[src/rtl/shy_input_pkg.sv]
// Shared event kinds, key codes and command strobe indices for the input dispatcher.
package shy_input_pkg;

    typedef enum logic [1:0] {
        EV_KEY   = 2'd0,
        EV_MOUSE = 2'd1,
        EV_QUIT  = 2'd2,
        EV_OTHER = 2'd3
    } ev_kind_e;

    localparam logic [7:0] KEY_ESCAPE = 8'h1B;
    localparam logic [7:0] KEY_RETURN = 8'h0D;
    localparam logic [7:0] KEY_COMMA  = 8'h2C;
    localparam logic [7:0] KEY_MINUS  = 8'h2D;
    localparam logic [7:0] KEY_K0     = 8'h30;
    localparam logic [7:0] KEY_K1     = 8'h31;
    localparam logic [7:0] KEY_K2     = 8'h32;
    localparam logic [7:0] KEY_K3     = 8'h33;
    localparam logic [7:0] KEY_K4     = 8'h34;
    localparam logic [7:0] KEY_F      = 8'h66;
    localparam logic [7:0] KEY_L      = 8'h6C;
    localparam logic [7:0] KEY_S      = 8'h73;
    localparam logic [7:0] KEY_F1     = 8'h81;
    localparam logic [7:0] KEY_F2     = 8'h82;
    localparam logic [7:0] KEY_F3     = 8'h83;
    localparam logic [7:0] KEY_F11    = 8'h8B;
    localparam logic [7:0] KEY_LALT   = 8'hE2;
    localparam logic [7:0] KEY_RALT   = 8'hE6;

    localparam int CMD_W         = 16;
    localparam int CMD_SHUTDOWN  = 0;
    localparam int CMD_TOGGLE_FS = 1;
    localparam int CMD_STATUS    = 2;
    localparam int CMD_FPS       = 3;
    localparam int CMD_PERF_CNT  = 4;
    localparam int CMD_PERF_FREQ = 5;
    localparam int CMD_LOG_ON    = 6;
    localparam int CMD_TOG_FLOOD = 7;
    localparam int CMD_LOG_OFF   = 8;
    localparam int CMD_TOG_DEBUG = 9;
    localparam int CMD_TOG_INFO  = 10;
    localparam int CMD_TOG_WARN  = 11;
    localparam int CMD_TOG_ERROR = 12;
    localparam int CMD_TOG_CRIT  = 13;
    localparam int CMD_RESERVED  = 14;

endpackage

[src/rtl/shy_rr_arbiter.sv]
// N-way round-robin arbiter; the search starts at the pointer, which moves past each winner.
module shy_rr_arbiter #(
    parameter int N = 3,
    parameter int W = (N > 1) ? $clog2(N) : 1
) (
    input  logic         clk,
    input  logic         rst,
    input  logic [N-1:0] req_i,
    input  logic         en_i,
    output logic [N-1:0] gnt_o,
    output logic [W-1:0] idx_o,
    output logic         any_o
);
    logic [W-1:0] ptr_q, ptr_d;
    int           c;
    int           win;

    always_comb begin
        gnt_o = '0;
        idx_o = '0;
        any_o = 1'b0;
        ptr_d = ptr_q;
        c     = 0;
        win   = 0;
        if (en_i) begin
            for (int i = 0; i < N; i++) begin
                c = int'(ptr_q) + i;
                if (c >= N) c = c - N;
                if (!any_o && req_i[c]) begin
                    any_o    = 1'b1;
                    win      = c;
                    gnt_o[c] = 1'b1;
                end
            end
        end
        if (any_o) begin
            idx_o = W'(win);
            ptr_d = W'((win + 1) % N);
        end
    end

    always_ff @(posedge clk) begin
        if (rst) ptr_q <= '0;
        else     ptr_q <= ptr_d;
    end

endmodule

[src/rtl/shy_event_dispatcher.sv]
// Arbitrates input event sources into one registered stream and decodes key chords
// against the held-key bitmap into single-cycle command strobes.
module shy_event_dispatcher
    import shy_input_pkg::*;
#(
    parameter int N_SRC    = 3,
    parameter int DEV_MODE = 1,
    parameter int KEY_W    = 8
) (
    input  logic                     clk,
    input  logic                     rst,
    input  logic [N_SRC-1:0]         src_valid,
    output logic [N_SRC-1:0]         src_ready,
    input  logic [2*N_SRC-1:0]       src_kind,
    input  logic [N_SRC-1:0]         src_state,
    input  logic [KEY_W*N_SRC-1:0]   src_key,
    output logic                     out_valid,
    input  logic                     out_ready,
    output logic [$clog2(N_SRC)-1:0] out_src,
    output logic [1:0]               out_kind,
    output logic                     out_state,
    output logic [KEY_W-1:0]         out_key,
    output logic [CMD_W-1:0]         cmd_pulse,
    output logic                     alt_held
);
    localparam int SW = $clog2(N_SRC);
    localparam int NK = 2 ** KEY_W;

    function automatic logic [KEY_W-1:0] kc(input logic [7:0] code);
        return KEY_W'(code);
    endfunction

    logic [N_SRC-1:0] gnt;
    logic [SW-1:0]    gnt_idx;
    logic             gnt_any;
    logic             can_accept;

    logic             out_valid_q;
    logic [SW-1:0]    out_src_q;
    logic [1:0]       out_kind_q;
    logic             out_state_q;
    logic [KEY_W-1:0] out_key_q;
    logic [CMD_W-1:0] cmd_q, cmd_d;
    logic [NK-1:0]    bm_q, bm_d;

    int               gi;
    ev_kind_e         ev_kind;
    logic             ev_state;
    logic [KEY_W-1:0] ev_key;
    logic             ev_down;
    logic             alt_now;

    assign can_accept = !out_valid_q || out_ready;

    shy_rr_arbiter #(.N(N_SRC), .W(SW)) u_arb (
        .clk   (clk),
        .rst   (rst),
        .req_i (src_valid),
        .en_i  (can_accept && !rst),
        .gnt_o (gnt),
        .idx_o (gnt_idx),
        .any_o (gnt_any)
    );

    assign src_ready = gnt;

    always_comb begin
        gi       = int'(gnt_idx);
        ev_kind  = ev_kind_e'(src_kind[gi*2 +: 2]);
        ev_state = src_state[gi];
        ev_key   = src_key[gi*KEY_W +: KEY_W];
        bm_d     = bm_q;
        cmd_d    = '0;
        if (gnt_any && ev_kind == EV_KEY) bm_d[ev_key] = ev_state;
        ev_down  = gnt_any && ev_kind == EV_KEY && ev_state;
        // Chord checks see the post-event bitmap so the chord's own key counts as held.
        alt_now  = bm_d[kc(KEY_LALT)] || bm_d[kc(KEY_RALT)];

        if (gnt_any && ev_kind == EV_QUIT) cmd_d[CMD_SHUTDOWN] = 1'b1;
        if (ev_down) begin
            if (ev_key == kc(KEY_ESCAPE))
                cmd_d[CMD_SHUTDOWN] = 1'b1;
            else if (ev_key == kc(KEY_F) || ev_key == kc(KEY_F11) ||
                     (ev_key == kc(KEY_RETURN) && alt_now))
                cmd_d[CMD_TOGGLE_FS] = 1'b1;

            if (DEV_MODE != 0 && bm_d[kc(KEY_COMMA)]) begin
                if      (ev_key == kc(KEY_S))  cmd_d[CMD_STATUS]    = 1'b1;
                else if (ev_key == kc(KEY_F1)) cmd_d[CMD_FPS]       = 1'b1;
                else if (ev_key == kc(KEY_F2)) cmd_d[CMD_PERF_CNT]  = 1'b1;
                else if (ev_key == kc(KEY_F3)) cmd_d[CMD_PERF_FREQ] = 1'b1;
                else if (bm_d[kc(KEY_L)]) begin
                    cmd_d[CMD_LOG_ON] = 1'b1;
                    if (ev_key == kc(KEY_F))
                        cmd_d[CMD_TOG_FLOOD] = 1'b1;
                    else if (ev_key == kc(KEY_MINUS) || bm_d[kc(KEY_MINUS)])
                        cmd_d[CMD_LOG_OFF] = 1'b1;
                    else if (ev_key == kc(KEY_K0)) cmd_d[CMD_TOG_DEBUG] = 1'b1;
                    else if (ev_key == kc(KEY_K1)) cmd_d[CMD_TOG_INFO]  = 1'b1;
                    else if (ev_key == kc(KEY_K2)) cmd_d[CMD_TOG_WARN]  = 1'b1;
                    else if (ev_key == kc(KEY_K3)) cmd_d[CMD_TOG_ERROR] = 1'b1;
                    else if (ev_key == kc(KEY_K4)) cmd_d[CMD_TOG_CRIT]  = 1'b1;
                end
            end
        end
    end

    always_ff @(posedge clk) begin
        if (rst) begin
            out_valid_q <= 1'b0;
            out_src_q   <= '0;
            out_kind_q  <= '0;
            out_state_q <= 1'b0;
            out_key_q   <= '0;
            cmd_q       <= '0;
            bm_q        <= '0;
        end else begin
            bm_q  <= bm_d;
            cmd_q <= cmd_d;
            if (gnt_any) begin
                out_valid_q <= 1'b1;
                out_src_q   <= gnt_idx;
                out_kind_q  <= ev_kind;
                out_state_q <= ev_state;
                out_key_q   <= ev_key;
            end else if (out_ready) begin
                out_valid_q <= 1'b0;
            end
        end
    end

    assign out_valid = out_valid_q;
    assign out_src   = out_src_q;
    assign out_kind  = out_kind_q;
    assign out_state = out_state_q;
    assign out_key   = out_key_q;
    assign cmd_pulse = cmd_q;
    assign alt_held  = bm_q[kc(KEY_LALT)] || bm_q[kc(KEY_RALT)];

endmodule
[config.mk]
export PLATFORM = sky130hd
export DESIGN_NAME = shy_event_dispatcher
export DESIGN_NICKNAME = d
export VERILOG_FILES = /design/src/rtl/shy_input_pkg.sv /design/src/rtl/shy_rr_arbiter.sv /design/src/rtl/shy_event_dispatcher.sv
export SDC_FILE = /design/constraint.sdc
export NUM_CORES = 1
export LEC_CHECK = 0
export BUFFER_PORTS_ARGS = -buffer_cell sky130_fd_sc_hd__clkbuf_2
export CORE_ASPECT_RATIO = 1.75
export CORE_MARGIN = 2
export CORE_UTILIZATION = 45
export DETAILED_ROUTE_END_ITERATION = 8
export GPL_ROUTABILITY_DRIVEN = 1
export GPL_TIMING_DRIVEN = 0
export PLACE_DENSITY = 0.79
export SLEW_MARGIN = 20
export SYNTH_ARGS = -nofsm -noshare
export SYNTH_HDL_FRONTEND = slang
export SYNTH_SLANG_ARGS = --single-unit
[constraint.sdc]
create_clock -name clk -period 6.1 [get_ports clk]
set_input_delay 0.915 -clock clk [delete_from_list [all_inputs] [get_ports clk]]
set_output_delay 0.915 -clock clk [all_outputs]
set_load 0.05 [all_outputs]
# After elaboration in Yosys (flattened, before gate mapping)
# Index checks and enable logic that the tools add are counted.
# word_totals
wordCells,168
output_inout_bits,34
register_bits,288
# classes
n_mux,68
reduce_logical,36
shift,2
eq_ne,15
n_bitwise,5
n_div,1
add_sub_neg,6
n_lt_le_gt_ge,12
# op_table
op,count
$mux 32,10
$bwmux 256,1
$mux 231,1
$ge 32x1->1 const B,3
$lt 32x4->1 const B,3
$ge 32x3->1 const B,2
$sub 32x3->32 const B,2
$eq 8x6->1 const B,6
$mux 1,35
$add 32x2->32 const B,1
$eq 8x8->1 const B,4
$mod 32x3->32 const B,1
$shiftx 24x6->8,1
$mux 3,7
$eq 8x7->1 const B,2
$reduce_or 14->1,1
$reduce_or 13->1,1
$reduce_or 12->1,1
$logic_and 1x1->1,11
$reduce_or 11->1,1
$reduce_or 10->1,1
$lt 8x9->1 const B,1
$reduce_or 9->1,1
$bmux 1 s2,4
29 further kinds,44

# Logic depth before layout (Yosys ltp)
# logic_depth
depth_word,29
depth_mapped,27
mapped_depth_nobuf,23

# Cells and area by module
# From an unflattened synthesis, not the netlist that was laid out.
# unflattened
cells_unflattened,759
hier_area_um2,5868.1
# by_module_without_submodules
module,area_each_um2,cells_per_inst,n_inst
shy_rr_arbiter,4077.7,573,1
shy_event_dispatcher,1790.5,186,1

# Worst setup path after synthesis
# Ideal clock, no wire load.
# synth_path
path_type,input to register
from,input out_ready
to,register u_arb.ptr_q[1]
setup_slack_ns,0.437
arrival_time_ns,5.591
n_path_buf,4
required_ns,6.028
stages,24
setup_time_ns,0.072
path_cell_list,inv_1 -> a21o_1 -> buf_1 -> or3_1 -> clkbuf_1 -> clkbuf_1 -> inv_1 -> ha_1 -> clkbuf_1 -> nor3_1 -> and3_1 -> o32ai_4 -> and2_1 -> ha_1 -> inv_1 -> o21ai_1 -> xor2_1 -> ha_1 -> nor3_1 -> a211o_1 -> o211a_1 -> o221ai_1 -> a41o_1 -> a2bb2oi_1
# synth_via
elab_chain_len,5
# synth_lines
element,line,text
start: declaration,shy_event_dispatcher.sv:18,"input logic out_ready,"
$logic_or 1x1->1 (*),shy_event_dispatcher.sv:53,assign can_accept = !out_valid_q || out_ready;
$logic_and 1x1->1 (*),shy_event_dispatcher.sv:59,".en_i (can_accept && !rst),"
$mux 32,shy_rr_arbiter.sv:25,if (en_i) begin
$add 32x2->32,shy_rr_arbiter.sv:38,ptr_d = W'((win + 1) % N);
$mod 32x3->32,shy_rr_arbiter.sv:38,
end signal: assignment,shy_rr_arbiter.sv:44,else ptr_q <= ptr_d;
end: declaration,shy_rr_arbiter.sv:14,"logic [W-1:0] ptr_q, ptr_d;"
# Every way passes the cells marked *; elsewhere a longest branch is shown, timed or not.
# A chain may end at the register's enable or synchronous reset.

# Final worst setup path
# layout_path
from,register u_arb.ptr_q[0]
to,register u_arb.ptr_q[1]
# layout_via
elab_chain_len,18
# layout_lines
element
branches (longest 18 deep; another with $sub 32x3->32)
# Parallel ways; which one is timed is not known. The select of a mux whose other input is x is not followed.

==> out/metrics.cfg <==
[route]
ant_nets = 0
via_count = 3215
drc = 0
drtIter0Drc = 306
drt_wl_total_mm = 9.04
via_per_inst = 6.10
drt-wirelength-per-cell_um = 17.1
first_pass_iters = 5

[floorplan]
fp.dieW_um = 64.5
die_height_um = 110
ios = 73
row_count = 38
die-area_um2 = 7090
core_um2 = 6180
start_util_pct = 46.7

[grt]
grt_usage_pct = 26.0
grt_pass1_vias = 3062
antenna_found_initial = 0
grt_first_pass_wirelength_mm = 14.4
grt-ovfl-total = 0
grt_max_degree = 11

[setup_path]
path_class = flip-flop to flip-flop
crit_slowest_cell = dfxtp_1
r2r_cells = 25
critPathMostFrequentCell = ha_2
worstPathArrival_ns = 5.95
cp-start-kind = flip-flop
reg2reg_from = u_arb.ptr_q[0]$_SDFFE_PP0P_
slowest_delay_ns = 0.41
worst-endpoint-required_ns = 6.26
crit_fanout = 10
r2r_slack_ns = 0.31
r2r-end = u_arb.ptr_q[1]$_SDFFE_PP0P_
path_delay_family = compound AO/OA/AOI/OAI gates
cp_num_buf_inv = 5
crit_path_end_kind = flip-flop

[outcome]
status = complete, no violations

[synth]
yosysMostFrequentCell = nor2_1
synth_seq_cells = 35
yosysSeqAreaShare_pct = 24.3
syn-cell-area_um2 = 2890
ys_types = 81
yosysWarnings = 0
synth_top_area_share_pct = 24.3
synth_ff_type = dfxtp_1
synth_cells = 367
yosysTopAreaCell = dfxtp_1
synthTopCellsByCount = nor2_1, dfxtp_1, nand2_1
synth_area_leaders = dfxtp_1, ha_1, nor2_1, nand3b_1, o22ai_1
ys_async_sr_fraction_pct = 0
synth_edf_count = 0
avgSynthCellArea_um2 = 7.86

[final_layout]
utilization_pct = 56.7
area_delta_synth_final_pct = 21.5
antenna-diode-count = 0
stdcell_count = 527
nNetsFinal = 498
stdcell_area_um2 = 3500
layout-drive-gt1-share_pct = 27.3

[power_and_ir_drop]
power_density_nw_per_um2 = 413
leakage_nw = 1.46
irDropWorstVdd_v = 0.000257

[placement]
place_hpwl_mm = 7.07
gp_congestion = 1.02
place_area_um2 = 3340
place_inst = 518
portBuffers = 70

[sta]
setup_viol = 0
finClkSkew_ns = 0.00852
fin_crit_sh_pct = 94.9
layout_min_cycle_time_ns = 5.79
fin_setup_tns_ns = 0
holdWs_ns = 0.460
drv_slew = 0
relSlewSlack_pct = 27.8
fmax_mhz = 173
tightest_slew_ns = 1.07
hold_violations = 0

[clock_tree]
h-tree-depth = 2
clockRootBuffer = clkbuf_8
clkTransAtPathRegs_ns = 0.07
clk_latency_ns = 0.30
cts_buffer_depth = 2
postCtsHoldBufs = 0
cts_tree = built
cts_sinks = 35
cts_made_buffers = 5

[min_path]
worstHoldPathType = flip-flop to flip-flop
min_from = out_src[1]$_SDFFE_PP0P_
min_to = out_src[1]$_SDFFE_PP0P_
whs_path_depth = 2

[run]
maxCapViolations = 0

timing repair:
item,CTS,global route
endpoints found under the setup margin,2,2
buffers inserted,0,3
resized for setup,5,10
pin swaps,0,3
where the power goes:
| part | leakage [nW] | internal [mW] | switching, mW | total (mW) |
|---|---|---|---|---|
| registers | 0.286 | 0.274 | 0.0307 | 0.305 |
| clock network | 0.0515 | 0.103 | 0.0837 | 0.187 |
| logic | 1.12 | 0.335 | 0.622 | 0.957 |
worst max-delay path by stage:
stage / slack, ns / from / endpoint / cells after the start
after floorplan: 0.44 / out_ready / u_arb.ptr_q[1]$_SDFFE_PP0P_ / 24
after global placement: -0.45 / src_valid[1] / u_arb.ptr_q[1]$_SDFFE_PP0P_ / 26
after detailed placement: -0.57 / out_ready / u_arb.ptr_q[1]$_SDFFE_PP0P_ / 25
after CTS: 0.04 / u_arb.ptr_q[1]$_SDFFE_PP0P_ / u_arb.ptr_q[1]$_SDFFE_PP0P_ / 25
after global routing: -0.05 / u_arb.ptr_q[0]$_SDFFE_PP0P_ / u_arb.ptr_q[1]$_SDFFE_PP0P_ / 25
final: 0.31 / u_arb.ptr_q[0]$_SDFFE_PP0P_ / u_arb.ptr_q[1]$_SDFFE_PP0P_ / 25
flip-flops by register name, indices dropped and copies added (netlist names):
signal       flops
u_arb.ptr_q      2
out_src          2
out_state        1
out_kind         2
bm_q             5
out_key          8
cmd_pulse       14
out_valid        1
layout make-up:
class | count | area [um2]
well taps | 80 | 100
fillers | 603 | 2680
repair buffers | 73 | 373
inverters | 12 | 45.0
multi-input cells | 297 | 2070
plain buffers | 22 | 115
flip-flops and latches | 35 | 702
clock buffers | 8 | 100
per-stage QoR:
stage               total power [mW]  setup WS [ns]
CTS                             1.41         0.0387
detailed placement              1.21         -0.572
finish                          1.45          0.312
global route                    1.53        -0.0472
floorplan                      0.996          0.437
global placement                1.20         -0.453
per-layer routing:
layer  part of all wire [%]  GRT usage [%]  wire [um]
met1                     36           26.6       3230
met2                     54           49.7       4840
met3                    5.8           2.46        523
met4                    4.9           16.4        447
met5                      0              0          0
worst register-to-register path, delay by kind of cell (launching register included):
family          cells  cell delay (ns)
compound gates     10             2.19
xor+xnor            1             0.24
flops               1             0.41
fa+ha+maj           4             1.29
simple gates        5             0.74
buf+inv             5             0.79
cell families after synthesis:
family	share of synthesized area, %
flip-flops	24.3
multiplexers	2.47
adder cells (fa/ha/maj)	5.64
AND/OR/NAND/NOR	29.7
XOR/XNOR	4.03
other	0.130
AO/OA/AOI/OAI	28.1
buffers and inverters	5.64
cells in the final DEF (no fill, tap or decap), drive strengths merged, types with 6 or more instances in the layout:
master	n
buf	16
nor2	43
nand3	9
nand3b	14
o21ai	20
ha	13
inv	12
nand4	6
or2	6
mux2i	6
nor3	10
o22ai	16
nor2b	8
o22a	10
clkbuf	87
dfxtp	35
a21oi	18
nand2	22
Power figures use the tool's default switching activity.
